===== config.mk =====
export PLATFORM = sky130hd
export DESIGN_NAME = riscv_sys_bus_flat
export DESIGN_NICKNAME = d
export VERILOG_FILES = /design/src/rtl/riscv_bus_pkg.sv /design/src/rtl/riscv_sys_bus_if.sv /design/src/rtl/riscv_bus_decoder.sv /design/src/rtl/riscv_sys_bus.sv /design/src/flat_wrapper.sv
export SDC_FILE = /design/constraint.sdc
export NUM_CORES = 1
export LEC_CHECK = 0
export CAP_MARGIN = 15
export CORE_AREA = 2 2 188 190
export CTS_BUF_LIST = sky130_fd_sc_hd__clkbuf_4
export CTS_CLUSTER_DIAMETER = 120
export DETAILED_ROUTE_END_ITERATION = 10
export DIE_AREA = 0 0 190 192
export GPL_TIMING_DRIVEN = 1
export PLACE_DENSITY_LB_ADDON = 0.3
export SLEW_MARGIN = 25
export SYNTH_ARGS = -nofsm -noshare
export SYNTH_HDL_FRONTEND = slang
export SYNTH_HIERARCHICAL = 1
export SYNTH_SLANG_ARGS = --single-unit

===== constraint.sdc =====
create_clock -name clk_i -period 2.3 [get_ports clk_i]
set_input_delay 0.575 -clock clk_i [delete_from_list [all_inputs] [get_ports clk_i]]
set_output_delay 0.575 -clock clk_i [all_outputs]
set_load 0.01 [all_outputs]

===== src/rtl/riscv_bus_pkg.sv =====
// Shared types and constants for the RISC-V system bus interconnect.
package riscv_bus_pkg;

  localparam int unsigned ADDR_W = 32;
  localparam int unsigned DATA_W = 32;
  localparam int unsigned BE_W   = 4;
  localparam int unsigned DEV_W  = 8;

  typedef enum logic [1:0] {
    IDLE  = 2'd0,
    ISSUE = 2'd1,
    WAIT  = 2'd2,
    RESP  = 2'd3
  } bus_state_t;

  localparam logic [DEV_W-1:0] DEV_DMEM    = 8'h00;
  localparam logic [DEV_W-1:0] DEV_UART_RX = 8'h05;
  localparam logic [DEV_W-1:0] DEV_UART_TX = 8'h06;

  localparam logic [DATA_W-1:0] BUS_ERR_RDATA = 32'h0;

  typedef struct packed {
    logic              we;
    logic [BE_W-1:0]   be;
    logic [ADDR_W-1:0] addr;
    logic [DATA_W-1:0] wd;
  } bus_req_t;

  // Slaves see only the in-device offset; the device field is stripped.
  function automatic logic [ADDR_W-1:0] slave_addr(input logic [ADDR_W-1:0] a);
    return {DEV_W'(0), a[ADDR_W-DEV_W-1:0]};
  endfunction

endpackage


===== src/rtl/riscv_sys_bus_if.sv =====
// Host-side port of the system bus: request fields in, completion out.
interface riscv_sys_bus_if;
  import riscv_bus_pkg::*;

  logic              req_i;
  logic              we_i;
  logic [BE_W-1:0]   be_i;
  logic [ADDR_W-1:0] addr_i;
  logic [DATA_W-1:0] wd_i;
  logic [DATA_W-1:0] rd_o;
  logic              ready_o;
  logic              err_o;

  modport master (
    output req_i, we_i, be_i, addr_i, wd_i,
    input  rd_o, ready_o, err_o
  );

  modport slave (
    input  req_i, we_i, be_i, addr_i, wd_i,
    output rd_o, ready_o, err_o
  );

endinterface


===== src/rtl/riscv_bus_decoder.sv =====
// Device-field decoder: maps addr[31:24] to a slot, lowest matching slot wins.
module riscv_bus_decoder
  import riscv_bus_pkg::*;
#(
  parameter int unsigned              NUM_SLOTS = 8,
  parameter logic [NUM_SLOTS*8-1:0]   SLOT_MAP  = {8'h07, 8'h06, 8'h05, 8'h04,
                                                   8'h03, 8'h02, 8'h01, 8'h00},
  localparam int unsigned             IDX_W     = (NUM_SLOTS > 1) ? $clog2(NUM_SLOTS) : 1
) (
  input  logic [DEV_W-1:0]     dev_i,
  output logic [NUM_SLOTS-1:0] sel_oh_c_o,
  output logic [IDX_W-1:0]     sel_idx_c_o,
  output logic                 hit_c_o
);

  // Scan downward so a lower-index match overrides any higher one.
  always_comb begin
    sel_oh_c_o  = '0;
    sel_idx_c_o = '0;
    hit_c_o     = 1'b0;
    for (int k = NUM_SLOTS - 1; k >= 0; k--) begin
      if (SLOT_MAP[k*8 +: 8] == dev_i) begin
        sel_oh_c_o    = '0;
        sel_oh_c_o[k] = 1'b1;
        sel_idx_c_o   = IDX_W'(k);
        hit_c_o       = 1'b1;
      end
    end
  end

endmodule


===== src/rtl/riscv_sys_bus.sv =====
// Single-outstanding system bus: decodes the device field, forwards one
// transaction to the selected slave and returns a registered response.
module riscv_sys_bus
  import riscv_bus_pkg::*;
#(
  parameter int unsigned            NUM_SLOTS = 8,
  parameter logic [NUM_SLOTS*8-1:0] SLOT_MAP  = {8'h07, 8'h06, 8'h05, 8'h04,
                                                 8'h03, 8'h02, 8'h01, 8'h00},
  parameter int unsigned            TIMEOUT   = 255
) (
  input  logic                        clk_i,
  input  logic                        resetn_i,
  riscv_sys_bus_if.slave              hst,
  output logic [ADDR_W-1:0]           fault_addr_o,
  output logic [NUM_SLOTS-1:0]        slv_req_o,
  output logic                        slv_we_o,
  output logic [BE_W-1:0]             slv_be_o,
  output logic [ADDR_W-1:0]           slv_addr_o,
  output logic [DATA_W-1:0]           slv_wd_o,
  input  logic [NUM_SLOTS*DATA_W-1:0] slv_rd_i,
  input  logic [NUM_SLOTS-1:0]        slv_ready_i
);

  localparam int unsigned IDX_W = (NUM_SLOTS > 1) ? $clog2(NUM_SLOTS) : 1;
  localparam int unsigned CNT_W = $clog2(TIMEOUT + 1);

  bus_state_t            state_q;
  bus_req_t              req_q;
  logic [IDX_W-1:0]      sel_q;
  logic [NUM_SLOTS-1:0]  slv_req_q;
  logic [CNT_W-1:0]      cnt_q;
  logic [DATA_W-1:0]     rd_q;
  logic                  err_q;
  logic                  ready_q;
  logic [ADDR_W-1:0]     fault_q;

  logic [NUM_SLOTS-1:0]  dec_oh_c;
  logic [IDX_W-1:0]      dec_idx_c;
  logic                  dec_hit_c;
  logic                  sel_ready_c;
  logic [DATA_W-1:0]     sel_rd_c;
  logic [CNT_W-1:0]      cnt_inc_c;
  logic                  timeout_c;

  riscv_bus_decoder #(
    .NUM_SLOTS (NUM_SLOTS),
    .SLOT_MAP  (SLOT_MAP)
  ) u_dec (
    .dev_i       (hst.addr_i[ADDR_W-1 -: DEV_W]),
    .sel_oh_c_o  (dec_oh_c),
    .sel_idx_c_o (dec_idx_c),
    .hit_c_o     (dec_hit_c)
  );

  // Only the latched slot is ever listened to.
  assign sel_ready_c = slv_ready_i[sel_q];
  assign sel_rd_c    = slv_rd_i[32'(sel_q) * DATA_W +: DATA_W];
  assign cnt_inc_c   = (cnt_q == CNT_W'(TIMEOUT)) ? cnt_q : cnt_q + CNT_W'(1);
  assign timeout_c   = (cnt_inc_c == CNT_W'(TIMEOUT));

  always_ff @(posedge clk_i or negedge resetn_i) begin
    if (!resetn_i) begin
      state_q   <= IDLE;
      req_q     <= '0;
      sel_q     <= '0;
      slv_req_q <= '0;
      cnt_q     <= '0;
      rd_q      <= '0;
      err_q     <= 1'b0;
      ready_q   <= 1'b0;
      fault_q   <= '0;
    end else begin
      // Response registers are live only during RESP; the idle bus reads zero.
      ready_q   <= 1'b0;
      err_q     <= 1'b0;
      rd_q      <= '0;
      slv_req_q <= '0;
      case (state_q)
        IDLE: begin
          if (hst.req_i) begin
            req_q <= bus_req_t'{hst.we_i, hst.be_i, hst.addr_i, hst.wd_i};
            sel_q <= dec_idx_c;
            if (dec_hit_c) begin
              slv_req_q <= dec_oh_c;
              state_q   <= ISSUE;
            end else begin
              ready_q <= 1'b1;
              err_q   <= 1'b1;
              rd_q    <= BUS_ERR_RDATA;
              state_q <= RESP;
            end
          end
        end
        ISSUE: begin
          cnt_q <= '0;
          if (sel_ready_c) begin
            ready_q <= 1'b1;
            rd_q    <= req_q.we ? '0 : sel_rd_c;
            state_q <= RESP;
          end else begin
            state_q <= WAIT;
          end
        end
        WAIT: begin
          cnt_q <= cnt_inc_c;
          if (sel_ready_c) begin
            ready_q <= 1'b1;
            rd_q    <= req_q.we ? '0 : sel_rd_c;
            state_q <= RESP;
          end else if (timeout_c) begin
            ready_q <= 1'b1;
            err_q   <= 1'b1;
            rd_q    <= BUS_ERR_RDATA;
            state_q <= RESP;
          end
        end
        RESP: begin
          if (err_q) begin
            fault_q <= req_q.addr;
          end
          state_q <= IDLE;
        end
        default: state_q <= IDLE;
      endcase
    end
  end

  assign hst.rd_o     = rd_q;
  assign hst.ready_o  = ready_q;
  assign hst.err_o    = err_q;
  assign fault_addr_o = fault_q;
  assign slv_req_o    = slv_req_q;
  assign slv_we_o     = req_q.we;
  assign slv_be_o     = req_q.be;
  assign slv_addr_o   = slave_addr(req_q.addr);
  assign slv_wd_o     = req_q.wd;

endmodule


===== src/flat_wrapper.sv =====
// flat-port wrapper written by rule: the top's interface ports become plain ports
module riscv_sys_bus_flat import riscv_bus_pkg::*;
#(
  parameter int unsigned            NUM_SLOTS = 8,
  parameter logic [NUM_SLOTS*8-1:0] SLOT_MAP  = {8'h07, 8'h06, 8'h05, 8'h04,
                                                 8'h03, 8'h02, 8'h01, 8'h00},
  parameter int unsigned            TIMEOUT   = 255
)
  (clk_i, resetn_i, fault_addr_o, slv_req_o, slv_we_o, slv_be_o, slv_addr_o, slv_wd_o, slv_rd_i, slv_ready_i, hst_req_i, hst_we_i, hst_be_i, hst_addr_i, hst_wd_i, hst_rd_o, hst_ready_o, hst_err_o);
  riscv_sys_bus_if hst_i ();
  input  logic clk_i;
  input  logic resetn_i;
  output logic [ADDR_W-1:0] fault_addr_o;
  output logic [NUM_SLOTS-1:0] slv_req_o;
  output logic slv_we_o;
  output logic [BE_W-1:0] slv_be_o;
  output logic [ADDR_W-1:0] slv_addr_o;
  output logic [DATA_W-1:0] slv_wd_o;
  input  logic [NUM_SLOTS*DATA_W-1:0] slv_rd_i;
  input  logic [NUM_SLOTS-1:0] slv_ready_i;
  input wire logic [$bits(hst_i.req_i)-1:0] hst_req_i;
  input wire logic [$bits(hst_i.we_i)-1:0] hst_we_i;
  input wire logic [$bits(hst_i.be_i)-1:0] hst_be_i;
  input wire logic [$bits(hst_i.addr_i)-1:0] hst_addr_i;
  input wire logic [$bits(hst_i.wd_i)-1:0] hst_wd_i;
  output wire logic [$bits(hst_i.rd_o)-1:0] hst_rd_o;
  output wire logic [$bits(hst_i.ready_o)-1:0] hst_ready_o;
  output wire logic [$bits(hst_i.err_o)-1:0] hst_err_o;
  assign hst_i.req_i = hst_req_i;
  assign hst_i.we_i = hst_we_i;
  assign hst_i.be_i = hst_be_i;
  assign hst_i.addr_i = hst_addr_i;
  assign hst_i.wd_i = hst_wd_i;
  assign hst_rd_o = hst_i.rd_o;
  assign hst_ready_o = hst_i.ready_o;
  assign hst_err_o = hst_i.err_o;
  riscv_sys_bus #(.NUM_SLOTS(NUM_SLOTS), .SLOT_MAP(SLOT_MAP), .TIMEOUT(TIMEOUT)) u_core (.clk_i(clk_i), .resetn_i(resetn_i), .hst(hst_i), .fault_addr_o(fault_addr_o), .slv_req_o(slv_req_o), .slv_we_o(slv_we_o), .slv_be_o(slv_be_o), .slv_addr_o(slv_addr_o), .slv_wd_o(slv_wd_o), .slv_rd_i(slv_rd_i), .slv_ready_i(slv_ready_i));
endmodule

Yosys cells after proc, flatten, opt, wreduce, memory -nomap -nowiden
Index checks and enable logic that the tools add are counted.
Widths: inputs -> output; s select.
{"block": "classes", "addsub": 1, "order_cmp": 1, "n_eq_ne": 14, "shift": 1, "n_mux": 48, "n_reduce_logical": 7}
{"operator": "$shiftx 256x9->32", "count": 1}
{"operator": "$mux 32", "count": 3}
{"operator": "$mux 8", "count": 12}
{"operator": "$eq 3x8->1 const A", "count": 4}
{"operator": "$mux 3", "count": 8}
{"operator": "$eq 2x8->1 const A", "count": 2}
{"operator": "$eq 8x8->1 const B", "count": 2}
{"operator": "$mux 1", "count": 16}
{"operator": "$pmux 8 s2", "count": 1}
{"operator": "$add 8x1->8 const B", "count": 1}
{"operator": "$eq 1x8->1 const A", "count": 1}
{"operator": "$logic_not 8->1", "count": 1}
{"operator": "$mux 2", "count": 4}
{"operator": "$pmux 2 s4", "count": 1}
{"operator": "$reduce_and 2->1", "count": 3}
{"operator": "$eq 2x2->1 const B", "count": 2}
{"operator": "$lt 3x4->1 const B", "count": 1}
{"operator": "$bmux 1 s3", "count": 1}
{"operator": "$ne 3x1->1 const B", "count": 1}
{"operator": "$pmux 1 s3", "count": 1}
{"operator": "$eq 2x1->1 const B", "count": 1}
{"operator": "$logic_not 2->1", "count": 1}
{"operator": "$ne 2x2->1 const B", "count": 1}
{"operator": "$pmux 1 s2", "count": 1}
{"operator": "other kinds (2)", "count": 2}
{"block": "totals", "ff_bits": 156, "inputBits": 336, "wordCells": 84}

Longest topological paths before layout
{"block": "logic_depth", "word_depth": 12, "mapped_depth": 7, "depth_no_buf": 7}

By module
Netlist, hierarchy kept.
{"module": "riscv_sys_bus", "instances": 1, "cells_each": 750, "area_per_inst_um2": 8351.8}
{"module": "riscv_bus_decoder", "instances": 1, "cells_each": 21, "area_per_inst_um2": 127.6}

Worst setup path after synthesis
No wires, ideal clock.
{"block": "synth_timing", "path_kind": "input to register", "start": "input slv_ready_i[6]", "end": "register u_core.state_q[0]", "setup_ns": 0.119, "t_arrival_ns": 1.737, "t_required_ns": 2.181, "slack_ns": 0.444, "cell_stages": 6, "n_path_buf": 0, "path_cell_list": "mux4_2 -> nor2_2 -> nor3_4 -> a311oi_4 -> o31ai_2 -> o21a_1"}
{"block": "synth_via", "elab_chain_len": 4}
{"item": "start: declaration", "line": "flat_wrapper.sv:20", "rtl": "input logic [NUM_SLOTS-1:0] slv_ready_i;"}
{"item": "$bmux 1 s3 (*)", "line": "riscv_sys_bus.sv:56", "rtl": "assign sel_ready_c = slv_ready_i[sel_q];"}
{"item": "$mux 1 (not written as such) (*)", "line": "riscv_sys_bus.sv:56"}
{"item": "$mux 2, or another cell as far along", "line": "riscv_sys_bus.sv:106", "rtl": "if (sel_ready_c) begin"}
{"item": "$pmux 2 s4 / $reduce_and 2->1 (equally long branches)"}
{"item": "end signal: assignment", "line": "riscv_sys_bus.sv:63", "rtl": "state_q <= IDLE;"}
{"item": "end signal: assignment", "line": "riscv_sys_bus.sv:85", "rtl": "state_q <= ISSUE;"}
{"item": "end signal: assignment", "line": "riscv_sys_bus.sv:109", "rtl": "state_q <= RESP;"}
{"item": "end: declaration", "line": "riscv_sys_bus.sv:27", "rtl": "bus_state_t state_q;"}
Mark *: on every way between the ends. The rest lies on a longest branch, timed or not. The select of a mux whose other input is x is not followed.
A chain may end at the register's enable or synchronous reset.

Worst setup path in the final report
{"block": "layout_timing", "start": "register u_core.rd_q[9] (netlist: u_core/hst.rd_o[9])", "end": "output hst_rd_o[9]"}
{"item": "start: declaration", "line": "riscv_sys_bus.sv:32", "rtl": "logic [DATA_W-1:0] rd_q;"}
{"item": "start signal: assignment", "line": "riscv_sys_bus.sv:98", "rtl": "rd_q <= req_q.we ? '0 : sel_rd_c;"}
{"item": "start signal: assignment", "line": "riscv_sys_bus.sv:108", "rtl": "rd_q <= req_q.we ? '0 : sel_rd_c;"}
{"item": "end: declaration", "line": "flat_wrapper.sv:26", "rtl": "output wire logic [$bits(hst_i.rd_o)-1:0] hst_rd_o;"}
No word-level cell between the ends.

==> results.md <==
Outcome:
- The flow ran to the end, and the final reports show no timing, DRC or antenna violations.

Worst setup path:
- The largest stage delay on the critical path is between 0.5 and 0.6 ns.
- The number of buffers and inverters on the critical path is 1.
- The cell family with the largest share of critical-path delay is buffers and inverters.
- The element type at the critical path end is an output pin.
- Of all nets on the critical path, the largest fanout is 1.
- The standard cell with the maximum stage delay on the critical path is clkdlybuf4s50_1.
- The arrival time reported for the critical path endpoint is 1.57 ns.
- The critical path data required time is 1.73 ns.
- The classification of the worst setup path is flip-flop to output pin.
- STA classifies the critical path startpoint as a flip-flop.
- The critical path goes through clkdlybuf4s50_1.

Floorplanning:
- The starting density of the core is 24.7%.
- In this run the core area contains 68 standard-cell rows.
- The I/O pin count is 479.
- The die is 192 µm tall.
- The overall die width is 190 µm.
- The area of the die is 0.0365 mm².
- The area of the core is 0.0343 mm².

Timing:
- The transition time at the pin with the least slew margin is 0.624 ns.
- The worst-case headroom to the max-slew limit is ~58%.
- The count of pins over their slew limit is 0.
- The final critical path takes up slightly above 90% of the cycle.
- For the final database, setup skew stands at between 0.03 and 0.04 ns.
- The count of endpoints failing hold in the final timing report is 0.
- For the finished layout, the period the worst path requires is 2.15 ns.
- Setup violations remaining at the end of the flow were counted as 0.
- The peak clock frequency supported by timing is around 0.47 GHz.
- Setup repair after global routing left no endpoint under its margin.

Clock tree:
- After clock tree synthesis, the clock-pin slew on the worst setup and hold paths is 0.15 ns.
- The TritonCTS clock tree is built.
- The clock reaches the later pin of the worst-skew pair after between 0.5 and 0.6 ns.
- CTS placed an instance of clkbuf_4 at the clock tree root.
- The TritonCTS buffer count is 17.
- The maximum clock path buffer count is 2.
- The deepest level of the CTS H-tree is 4.
- The clock net sink count is 156.
- The count of buffers added by post-CTS timing repair for setup is 0.

Yosys:
- The dominant synthesized flop cell is dfrtp_1.
- The number of library cell types mapped by synthesis is 47.
- Yosys mapped a number of flops with a built-in enable equal to 0.
- The post-synthesis instance total is 771.
- Sequential elements use between 40% and 50% of the synthesized area.
- The number of flip-flops and latches in the synthesized netlist is 156.
- By area the synthesized netlist is led by dfrtp_1 46%, mux4_2 17%, nand2_1 10%.
- The total number of yosys warnings is 6.
- The mapped netlist covers 0.00848 mm².
- The most frequent cell after synthesis is nand2_1.
- The largest total area in the synthesized netlist belongs to dfrtp_1.
- Of the post-synthesis cell area, the dominant cell type holds 46.0%.
- The average instance in the mapped netlist occupies ~11 µm².
- The share of async-settable or async-resettable flops after synthesis is 100%.
- By count the netlist is led by 230 x nand2_1, 156 x dfrtp_1, 68 x buf_4.

Detailed routing:
- The detail route stage leaves a number of antenna-violating nets equal to 0.
- For this run, the detailed router's first-pass iteration total came to 4.
- The final routed wire length divided by cell count is 20.8 µm.
- After detailed routing, the number of remaining DRC violations is 0.
- Across all layers, the routed design uses around 7300 vias.
- The initial detailed-routing violation count is 261.
- The routed via count divided by cell count is approximately 4.4.
- The sum of routed wire length over all layers is 34300 µm.

Power and ir drop:
- Net switching is 35.2% of the power.
- The post-route total power is 11600 µW.
- Combinational cells account for 45.9% of the total power.
- The worst ir drop on vdd is about 0.43 mV.
- The internal portion of the total power is 7500 µW.
- The power per cell area is 846 mW/mm².
- Sequential cells account for 37.2% of the total power.
- The net switching component of the power is 4080 µW.
- The standby leakage power is 0.00570 µW.
- Per report_power, the clock group accounts for 16.9% of the total.

Global routing:
- The first-pass GRT wire length is 48700 µm.
- Global routing used 18.4% of the available tracks.
- The remaining global-route overflow is 0.
- The via count of the first global-routing pass is 7590.
- The maximum number of pins on one net before global-route repair is 65.
- The initial antenna violation count is 11.

Placed design:
- Routability-driven placement finished with a final weighted congestion of 0.901.
- Input and output buffers added on the ports amount to 470.
- The half-perimeter wire length after placement is 27200 µm.

Cells and area:
- The number of nets in the finished design is 1517.
- The fraction of final layout cells with drive strength greater than 1 is 14.1%.
- Compared with the post-synthesis result, the final layout area differs by 61.5%.
- The filler cell count is ~3300.
- The post-route core utilization is between 30% and 40%.

Worst hold path:
- The class of the tightest hold or removal check is primary input to async pin.

Run:
- The tool flagged a number of max-cap violations equal to 0.
-- sequential cells by signal (all words and copies together), names as in the netlist --
signal	cells
u_core/slv_be_o	4
u_core/slv_we_o	1
u_core/slv_addr_o	24
u_core/fault_addr_o	32
u_core/slv_req_o	8
u_core/cnt_q	8
u_core/slv_wd_o	32
u_core/hst.rd_o	32
u_core/hst.ready_o	1
u_core/hst.err_o	1
u_core/req_q	8
u_core/state_q	2
u_core/sel_q	3
-- power by group through the flow --
stage,sequential [µW],combinational [µW],clock (µW)
6_report,4310,5320,1960
5_1_grt,4450,5770,2180
4_1_cts,4320,5400,2070
3_5_place_dp,4380,5380,0
3_3_place_gp,4350,5350,0
2_1_floorplan,4410,2750,0
-- layout by cell type (no fill, tap or decap), types with 2 or more instances in the layout --
| cell type | instances |
|---|---|
| clkdlybuf4s50_1 | 468 |
| mux2_2 | 33 |
| nand3_1 | 8 |
| nand3b_1 | 2 |
| dfrtp_1 | 153 |
| a21o_1 | 2 |
| and3_1 | 16 |
| inv_1 | 7 |
| o211ai_1 | 2 |
| o21a_1 | 2 |
| clkinvlp_4 | 2 |
| nor2_1 | 40 |
| a21oi_1 | 11 |
| buf_4 | 15 |
| o21ai_0 | 7 |
| clkinv_4 | 2 |
| and2_1 | 3 |
| buf_12 | 7 |
| conb_1 | 8 |
| ha_1 | 6 |
| inv_6 | 3 |
| dfrtp_4 | 2 |
| bufinv_16 | 3 |
| diode_2 | 5 |
| nor4_1 | 3 |
| mux4_2 | 65 |
| clkbuf_4 | 17 |
| mux2i_1 | 33 |
| inv_8 | 3 |
| nand2_1 | 229 |
| nor3_1 | 6 |
-- worst paths after layout --
check	startpoint	to	slack [ns]	depth (start not counted)
max	u_core/hst.rd_o[9]	hst_rd_o[9]	0.15	1
min	resetn_i	u_core/fault_addr_o[10]	0.47	2
max reg2reg	u_core/cnt_q[0]	u_core/state_q[1]	0.30	7
min reg2reg	u_core/req_q[58]	u_core/req_q[58]	0.49	2
min in group clk_i	u_core/req_q[58]	u_core/req_q[58]	0.49	2
max in group asynchronous	resetn_i	u_core/hst.rd_o[28]	1.14	3
-- kinds of logic after synthesis --
logic type               synth area share, %
adder cells (fa/ha/maj)                0.885
AO/OA/AOI/OAI                           2.63
XOR/XNOR                               0.192
other                                 0.0442
AND/OR/NAND/NOR                         16.0
buffers and inverters                   8.68
multiplexers                            25.5
flip-flops                              46.0
-- what timing repair did --
action	CTS	global route
hold buffers	1	0
gates resized for setup	0	1
endpoints found under the hold margin	36	0
endpoints found under the setup margin	0	1
-- metrics by stage --
stage	worst slack [ns]	hold slack (ns)	instance area, µm²	cells	TNS, ns
floorplan	0.444	0.279	8510	778	0
global placement	-0.0242	0.457	13300	1610	-0.0481
detailed placement	-0.0458	0.460	13300	1610	-0.0886
CTS	0.0115	0.425	13700	1643	0
global route	0.0121	0.429	13700	1648	0
finish	0.152	0.468	13700	1648	0
-- metal layers --
| metal | part of all wire (%) | track usage, % |
|---|---|---|
| met3 | 8.7 | 6.85 |
| met1 | 37 | 20.2 |
| met4 | 2.1 | 5.52 |
| met2 | 52 | 33.0 |
| met5 | 0.17 | 0 |
-- final cells by class --
| type | instances | area [µm²] | share of cell area, % |
|---|---|---|---|
| clock inverter | 15 | 204 | 1.49 |
| tap | 455 | 569 | 4.16 |
| timing repair buffer | 493 | 4970 | 36.3 |
| sequential | 156 | 3910 | 28.6 |
| inverter | 7 | 26.3 | 0.192 |
| antenna | 5 | 12.5 | 0.0914 |
| multi-input combinational | 500 | 3870 | 28.3 |
| clock buffer | 17 | 128 | 0.932 |
(Power assumes the default switching activity.)
